File: src/rtl/bcd_down_counter.sv
// bcd_down_counter: loadable, cascaded, multi-digit down-counter.
// Each 4-bit digit counts MAX_DIGIT..0 and borrows from the digit above.
// A one-cycle tc_pulse marks terminal count. With auto_reload set, the
// preset is reloaded and the block acts as a divide-by-N enable generator.
module bcd_down_counter #(
    parameter int DIGITS    = 7,
    parameter int MAX_DIGIT = 9
) (
    input  logic                  clk,
    input  logic                  rst,
    input  logic                  en,
    input  logic                  load,
    input  logic [4*DIGITS-1:0]   load_val,
    input  logic                  auto_reload,
    output logic [4*DIGITS-1:0]   count,
    output logic                  zero,
    output logic                  tc_pulse,
    output logic                  running
);

    localparam int             W          = 4 * DIGITS;
    localparam logic [3:0]     MAX_NIB    = 4'(MAX_DIGIT);
    localparam logic [W-1:0]   COUNT_ZERO = {W{1'b0}};
    localparam logic [W-1:0]   COUNT_ONE  = {{(W-1){1'b0}}, 1'b1};

    typedef enum logic [0:0] {
        IDLE = 1'b0,
        RUN  = 1'b1
    } state_t;

    state_t         state_r;
    state_t         state_nx_s;
    logic [W-1:0]   count_r;
    logic [W-1:0]   count_nx_s;
    logic [W-1:0]   preset_r;
    logic [W-1:0]   preset_nx_s;
    logic           tc_r;
    logic           tc_nx_s;
    logic [W-1:0]   load_clamped_s;
    logic [W-1:0]   count_dec_s;
    logic           is_terminal_s;

    // Clamp every nibble of a raw preset to the legal digit range.
    function automatic logic [W-1:0] clamp_value(input logic [W-1:0] v);
        logic [W-1:0] r;
        r = v;
        for (int i = 0; i < DIGITS; i++) begin
            if (v[4*i +: 4] > MAX_NIB) begin
                r[4*i +: 4] = MAX_NIB;
            end else begin
                r[4*i +: 4] = v[4*i +: 4];
            end
        end
        return r;
    endfunction

    // Decrement by one through the digit borrow chain. Digit 0 always
    // borrows; a higher digit borrows only when every lower digit was 0.
    // A borrowing digit at 0 wraps to MAX_DIGIT.
    function automatic logic [W-1:0] chain_decrement(input logic [W-1:0] v);
        logic [W-1:0] r;
        logic         borrow;
        r      = v;
        borrow = 1'b1;
        for (int i = 0; i < DIGITS; i++) begin
            if (borrow) begin
                if (v[4*i +: 4] == 4'd0) begin
                    r[4*i +: 4] = MAX_NIB;
                    borrow      = 1'b1;
                end else begin
                    r[4*i +: 4] = v[4*i +: 4] - 4'd1;
                    borrow      = 1'b0;
                end
            end else begin
                r[4*i +: 4] = v[4*i +: 4];
            end
        end
        return r;
    endfunction

    // Datapath helpers: sanitised preset, decremented count, terminal detect.
    always_comb begin
        load_clamped_s = clamp_value(load_val);
        count_dec_s    = chain_decrement(count_r);
        is_terminal_s  = (count_r == COUNT_ONE);
    end

    // Next-state logic: load first, then the IDLE/RUN behaviour.
    always_comb begin
        state_nx_s  = state_r;
        count_nx_s  = count_r;
        preset_nx_s = preset_r;
        tc_nx_s     = 1'b0;
        if (load) begin
            // Load beats enable and any terminal event in the same cycle.
            count_nx_s  = load_clamped_s;
            preset_nx_s = load_clamped_s;
            if (load_clamped_s != COUNT_ZERO) begin
                state_nx_s = RUN;
            end else begin
                state_nx_s = IDLE;
            end
        end else begin
            case (state_r)
                IDLE: begin
                    // Parked: count holds, enable is ignored.
                    state_nx_s = IDLE;
                end
                RUN: begin
                    if (en) begin
                        if (is_terminal_s) begin
                            tc_nx_s = 1'b1;
                            if (auto_reload) begin
                                count_nx_s = preset_r;
                                state_nx_s = RUN;
                            end else begin
                                count_nx_s = COUNT_ZERO;
                                state_nx_s = IDLE;
                            end
                        end else begin
                            count_nx_s = count_dec_s;
                        end
                    end else begin
                        count_nx_s = count_r;
                    end
                end
                default: begin
                    // Unknown state: fall back to a safe, stopped counter.
                    state_nx_s = IDLE;
                    count_nx_s = COUNT_ZERO;
                end
            endcase
        end
    end

    // State, count, preset and pulse registers with asynchronous reset.
    always_ff @(posedge clk or posedge rst) begin
        if (rst) begin
            state_r  <= IDLE;
            count_r  <= COUNT_ZERO;
            preset_r <= COUNT_ZERO;
            tc_r     <= 1'b0;
        end else begin
            state_r  <= state_nx_s;
            count_r  <= count_nx_s;
            preset_r <= preset_nx_s;
            tc_r     <= tc_nx_s;
        end
    end

    assign count    = count_r;
    assign zero     = (count_r == COUNT_ZERO);
    assign tc_pulse = tc_r;
    assign running  = (state_r == RUN);

endmodule

File: config.mk
export PLATFORM = sky130hd
export DESIGN_NAME = bcd_down_counter
export DESIGN_NICKNAME = d
export VERILOG_FILES = /design/src/rtl/bcd_down_counter.sv
export SDC_FILE = /design/constraint.sdc
export NUM_CORES = 1
export LEC_CHECK = 0
export CAP_MARGIN = 10
export CORE_ASPECT_RATIO = 1.75
export CORE_MARGIN = 4
export CORE_UTILIZATION = 47
export DETAILED_ROUTE_END_ITERATION = 10
export PLACE_DENSITY = 0.83
export SYNTH_ARGS = -nofsm -noshare
export SYNTH_HDL_FRONTEND = slang
export SYNTH_SLANG_ARGS = --single-unit
File: constraint.sdc
create_clock -name clk -period 2.7 [get_ports clk]
set_input_delay 0.81 -clock clk [delete_from_list [all_inputs] [get_ports clk]]
set_output_delay 0.81 -clock clk [all_outputs]
set_load 0.02 [all_outputs]
==> results.md, run 1 <==
- # DRC: 0
- Static Leak: ~2.1 nW
- Clock Power Share: 0.332
- Violated checks: negative setup slack
- Worst IR Drop VDD: about 0.00055 V
- Critical path data required time: approximately 1.9 ns
- P_sw: between 0.001 and 0.0015 W
- Number of buffers created by CTS: 9
- Vias per cell: between 6 and 7
- Post-route ant nets: 0
- GRT overflow: 0
- RSZ-0062 raised after global routing: yes
- Setup Skew: approximately 0.0053 ns
- Final design area excluding fillers: 4890 µm²
- Met3 usage in global routing: 0.0637
- Clock transition at path regs: ~0.050 ns
- Overall die width: 72.0 µm
- CTS Root Cell: clkbuf_16
- CP max-delay cell: or4_4
- Dpl hpwl: around 8000 µm
- Initial DRC count: between 300 and 400
- Vias in the first global route: ~3,700
- Syn nets: between 400 and 500
- Bufs on Longest Clock Path: 2
- GPL Wtd Cong: 0.929
- Setup violations, final: 1
- Syn. warnings: 0
- Seq/Total Area, Yosys: 0.431
- Wirelength per Cell: approximately 19 µm
- # Max-Cap Violations: 0
- Ratio of cells with drive above 1 in the final layout: 0.257
- Met1 Usage GRT: 0.289
- Layout Cells excl Fill: about 590
- Final Max Slew Viols: 0
- Fmax: about 0.35 GHz
- Worst Hold Class: flip-flop to flip-flop
- Sink Count: 58
- DRT Pass-1 Iters: 5
- Sw frac: 0.317
- Synth Flop Type: dfrtp_1
- Initial antenna violation count: 0
- Slew headroom: 0.565
- M2 GR Usage: 0.445
- P_int: ~0.0022 W
- Largest net degree at the start of global routing: 35
- Via count: ~3,600
- Power share of the sequential group: 0.328
- Count of input and output buffers: 63
- H-tree depth: 3
- Leading area contributor after synthesis: dfrtp_1
- First-pass GRT wire length: 17,700 µm
- Die ar.: ~8600 µm²
- CTS tree: done
- Post-synth top area share: 0.431
- Top cells by area, synth: dfrtp_1 43%, mux2_2 7.0%, nand2_1 6.6%
- GR peak layer: met2
- Hold Startpoint: preset_r[13]
- Worst path buffer plus inverter count: 2
- Fin crit period: around 2.9 ns
- Cell area after synthesis: between 3000 and 4000 µm²
- Core ar.: 6910 µm²
- Final Cycle Share: 1.06
- Antenna cells: 0
- Pwr/cell area: approximately 660 nW/µm²
- Place WS: -0.307 ns
- Top-Level Pins: 64
- Placed cells: 568
- Critical-path cell list: or4_4 > nor3_4 > buf_6 > nand3_4 > nor3_4 > buf_6
- Worst hold slack: between 0.4 and 0.5 ns
- Logic pwr share: 0.339
- Post-synth EDFFs: 0
- Critical path fanouts, max: 2
- Max stage delay on crit path: ~0.57 ns
- Least-Margin Pin Slew: around 0.65 ns
- Fill count: between 400 and 500
- Total GRT Usage: 0.266
- Die Y: between 100 and 150 µm
- Area growth syn-to-layout: 45.4%
- Crit. End Element: primary output
- Layout Nets: between 500 and 600
- Placed instance area: ~4500 µm²
- Kind of critical path: flip-flop to primary output
- Wirelength, routed: 11,100 µm
- Status: finished, violations left
- Site row count: 40
- Final setup slack of the worst path: -0.165 ns
- Arr. time, crit path: 2.06 ns
- Worst path top cell family by delay: simple AND/OR/NAND/NOR gates
- CTS hold repair buffers: 0
- Synth unique cells: 50
- R2r startpoint: count[8]
- Initial Utilization: 0.487
- FFs w/ async S/R, synth: 1.00
- Startpoint types: flip-flop
- Flops & latches, synth: just under 60
- Avg Cell Area, Syn: 8.90 µm²
- Setup crit start: count[15]
- Clock Latency Late Sink: between 0.3 and 0.4 ns
- Final Hold Viols: 0
- Mapped Cells: about 380
## tightest hold or removal path, stage by stage (launching register included)
cell and delay, ns:
dfrtp_1 0.32, nand2_1 0.06, nand2_1 0.06
## flip-flops by register name, summed over array words and instances (netlist names)
register / count
tc_pulse: 1
running: 1
preset_r: 28
count: 28
## cells in the mapped netlist, types with 3 or more instances
cell type / n
inv_1: 18
or4_1: 5
o21bai_1: 4
clkbuf_1: 12
mux2_2: 21
or4_4: 3
a21oi_1: 20
nand3b_1: 8
nand4_1: 5
a2111oi_0: 4
nor2_1: 19
o21a_1: 11
dfrtp_1: 58
a21boi_0: 5
nand2_1: 59
o21ai_0: 40
nor4_1: 8
o31ai_1: 9
nand3_1: 6
nor3_1: 8
nor2b_1: 4
a31oi_1: 7
or2_2: 5
## path summary, 6_finish.rpt
check,to,slack (ns),depth (start not counted)
max,zero,-0.17,6
min,preset_r[13],0.47,2
max reg2reg,count[8],0.03,6
min reg2reg,preset_r[13],0.47,2
max in group asynchronous,count[12],1.25,3
min in group asynchronous,tc_pulse,0.85,2
## stage by stage
| stage | setup TNS (ns) | utilization | total power [W] |
|---|---|---|---|
| 2_1_floorplan | 0 | - | 0.00160 |
| 3_3_place_gp | -0.283 | 0.652 | 0.00209 |
| 3_5_place_dp | -0.441 | 0.652 | 0.00212 |
| 4_1_cts | -0.159 | 0.701 | 0.00321 |
| 5_1_grt | -0.339 | 0.709 | 0.00337 |
| 6_report | -0.165 | 0.709 | 0.00323 |
## layout make-up
class | count | area, µm² | share of cell area
tap | 84 | 105 | 0.0215
inverter | 19 | 71.3 | 0.0146
multi-input combinational | 286 | 1870 | 0.382
timing repair buffer | 123 | 1110 | 0.227
sequential | 58 | 1450 | 0.297
clock inverter | 2 | 10.0 | 0.00205
clock buffer | 14 | 274 | 0.0560
## routing by layer
| metal | routed length, µm | up-vias | part of all wire |
|---|---|---|---|
| met5 | 0 | - | 0 |
| met4 | 671 | 0 | 0.061 |
| met3 | 697 | 56 | 0.063 |
| met2 | 5690 | 193 | 0.51 |
| met1 | 4010 | 1748 | 0.36 |
| li1 | - | 1638 | - |
## cells in the final DEF (no fill, tap or decap), types with 9 or more instances in the layout
master           count
o21a_1              11
dfrtp_1             57
mux2_2              21
buf_4               56
nand2_1             58
a21oi_1             20
clkdlybuf4s50_1     61
nor2_1              19
inv_1               17
o21ai_0             39
clkbuf_16            9
## logic make-up (layout without fill, tap and decap cells)
group                     count (synthesis)  count (layout)  synth area share
AOI/OAI and AO/OA                       120             120             0.226
muxes                                    21              21            0.0703
and+or+nand+nor                         144             144             0.230
xor gates and xnor gates                  1               1           0.00260
buffers and inverters                    34             158            0.0401
DFF                                      58              58             0.431
## timing repair
action,in CTS,in global routing
gates resized for setup,14,11
buffers inserted,1,1
setup endpoints to repair,4,19
pin swaps,4,7
## power by group through the flow
stage | Sequential (W) | Clock, W | Combinational [W]
after detailed placement | 0.00107 | 0 | 0.00106
after floorplan | 0.00122 | 0 | 0.000381
after global placement | 0.00106 | 0 | 0.00103
after CTS | 0.00105 | 0.00109 | 0.00107
after global routing | 0.00107 | 0.00112 | 0.00118
final | 0.00106 | 0.00107 | 0.00110
Power figures use the tool's default switching activity.
==> run 2, diff against run 1 <==
--- a/config.mk
+++ b/config.mk
@@ -5,7 +5,6 @@
 export SDC_FILE = /design/constraint.sdc
 export NUM_CORES = 1
 export LEC_CHECK = 0
-export CAP_MARGIN = 10
 export CORE_ASPECT_RATIO = 1.75
 export CORE_MARGIN = 4
 export CORE_UTILIZATION = 47
==> constraint.sdc (replaced) <==
create_clock -name clk -period 2.7 [get_ports clk]
set_input_delay 0.54 -clock clk [delete_from_list [all_inputs] [get_ports clk]]
set_output_delay 0.54 -clock clk [all_outputs]
set_load 0.02 [all_outputs]
==> run 2 against run 1 <==
  * The run now ends clean
  * Cell count decreased by 1.5%
  * Hold slack improved by 0.00052 ns
  * Non-clock buffer count decreased by 8
  * Combinational power is 8% lower
  * Core utilization fell by 2.4 points
  * Register-to-register slack hardly changed
  * Routed wire length is 6.9% lower
  * First-iteration DRC count down 19%
  * Clock skew is 0.00065 ns higher
  * Clock power shrank 7%
==> results.md, run 2 (synthesis results as in run 1) <==
- Setup violations, final: 0
- Setup Buffers After CTS: 0
- Sink Count: a little under 60
- Final Max Slew Viols: 0
- Critical path data required time: between 2 and 3 ns
- Die Y: roughly 120 µm
- Placed instance area: approximately 4400 µm²
- Vias in the first global route: ~3,500
- Hold path depth: 2
- Worst hold endpoint: preset_r[13]
- Most frequent cells in the layout: 61 x clkdlybuf4s50_1, 59 x nand2_1, 57 x dfrtp_1, 51 x buf_4, 40 x o21ai_0
- Worst Hold Class: flip-flop to flip-flop
- Initial Utilization: 0.487
- Die ar.: approximately 8600 µm²
- R2r startpoint: count[12]
- Worst IR Drop VDD: 0.000511 V
- Setup Skew: about 0.006 ns
- Slew headroom: 0.489
- Top-Level Pins: 64
- # DRC: 0
- Vias per cell: roughly 5.9
- Final design area excluding fillers: between 4000 and 5000 µm²
- Site row count: 40
- Overall die width: between 70 and 80 µm
- Startpoint types: flip-flop
- Fmax: between 0.3 and 0.4 GHz
- GRT overflow: 0
- CTS hold repair buffers: 0
- Via count: approximately 3,400
- Dpl hpwl: around 7700 µm
- Total GRT Usage: 0.253
- Placed cells: ~560
- Worst reg2reg setup slack: between 0.04 and 0.05 ns
- Initial DRC count: 285
- Least-Margin Pin Slew: approximately 0.77 ns
- Bufs on Longest Clock Path: 2
- Place WS: -0.0206 ns
- Final Cycle Share: 0.984
- Seq. cell area: ~1500 µm²
- Layout Cells excl Fill: about 580
- Pwr/cell area: 651 nW/µm²
- Hold Startpoint: preset_r[13]
- GPL Wtd Cong: 0.891
- Arr. time, crit path: approximately 2.9 ns
- Footprint of the multi-input gates: between 1500 and 2000 µm²
- Number of buffers created by CTS: 9
- Post-layout util: 0.685
- Ratio of cells with drive above 1 in the final layout: 0.225
- Clock transition at path regs: around 0.05 ns
- Crit. End Element: flip-flop
- H-tree depth: 3
- Post-route ant nets: 0
- R2r worst-path depth: 7
- First-pass GRT wire length: about 17,000 µm
- Wirelength per Cell: 17.9 µm
- Critical path fanouts, max: 5
- Area growth syn-to-layout: 40.5%
- DRT Pass-1 Iters: 4
- Static Leak: approximately 2.0 nW
- R2R Path End: count[19]
- CTS tree: done
- Kind of critical path: flip-flop to flip-flop
- # Max-Cap Violations: 0
- Status: complete, no violations
- Largest net degree at the start of global routing: 37
- Core ar.: just under 7000 µm²
- Commonest non-fill, non-tap cell in the layout: clkdlybuf4s50_1
- Wirelength, routed: between 10,000 and 15,000 µm
- Layout Nets: around 520
- Fill count: approximately 570
- Clock Latency Late Sink: about 0.33 ns
- Initial antenna violation count: 0
- Fin crit period: roughly 2.7 ns
- Final Hold Viols: 0
- Count of input and output buffers: 63
- RSZ-0062 raised after global routing: yes
- Final setup slack of the worst path: approximately 0.044 ns
- CTS Root Cell: clkbuf_16
- Antenna cells: 0
[run 2: changes by cell type in the layout (fill, tap and decap cells not counted), moves of 2 or more]
cell	previous run	this run
clkinv_2	2	0
o31ai_2	0	2
nor3_4	2	0
buf_4	56	51
o21ai_2	2	0
clkbuf_1	2	5
clkbuf_8	3	1
a2111oi_1	0	2
buf_6	3	0
[run 2: per-stage QoR]
| step | total power [W] | hold WS, ns | TNS, ns |
|---|---|---|---|
| 6_report | 0.00308 | 0.470 | 0 |
| 5_1_grt | 0.00324 | 0.501 | -0.00804 |
| 4_1_cts | 0.00309 | 0.477 | 0 |
| 3_5_place_dp | 0.00208 | 0.464 | -0.0374 |
| 3_3_place_gp | 0.00205 | 0.450 | -0.0490 |
| 2_1_floorplan | 0.00160 | 0.438 | 0 |
[run 2: where the power goes]
part / switching, W / total (W) / internal (W) / leakage [nW]
Clock: 0.000358 / 0.000997 / 0.000639 / 0.124
Combinational: 0.000521 / 0.00101 / 0.000493 / 1.17
Sequential: 0.0000809 / 0.00107 / 0.000987 / 0.700
Total: 0.000960 / 0.00308 / 0.00212 / 1.99
[run 2: repair_timing]
| action | 4_1_cts | 5_1_grt |
|---|---|---|
| pin swaps | 0 | 1 |
| gates resized for setup | 6 | 7 |
| setup endpoints to repair | 4 | 16 |
[run 2: per-layer routing]
layer  wire length [µm]  track usage  vias to the layer above
met5                  0            0                        -
met4                422        0.158                        0
met3                628       0.0436                       39
met2               5480        0.434                      126
met1               3780        0.282                     1625
li1                   -            -                     1611
[run 2: layout make-up]
class,instances,area share
tap,84,0.0222
sequential,58,0.307
multi-input combinational,286,0.385
clock buffer,15,0.0545
timing repair buffer,115,0.216
inverter,19,0.0151
[run 2: how the worst max path moves through the flow]
stage / start / endpoint / slack [ns] / cells after the start
floorplan: count[10] / count[10] / 0.006 / 6
global placement: count[12] / zero / -0.05 / 6
detailed placement: count[12] / zero / -0.02 / 6
CTS: count[12] / count[12] / 0.007 / 8
global route: count[12] / count[10] / -0.008 / 6
finish: count[12] / count[19] / 0.04 / 7
[run 2: critical path, cell delays in order (launching register included)]
cell       delay, ns
dfrtp_2         0.39
or4_4           0.53
buf_4           0.16
or4_4           0.57
buf_4           0.18
a2111oi_0       0.44
o31ai_1         0.13
o2bb2ai_1       0.14
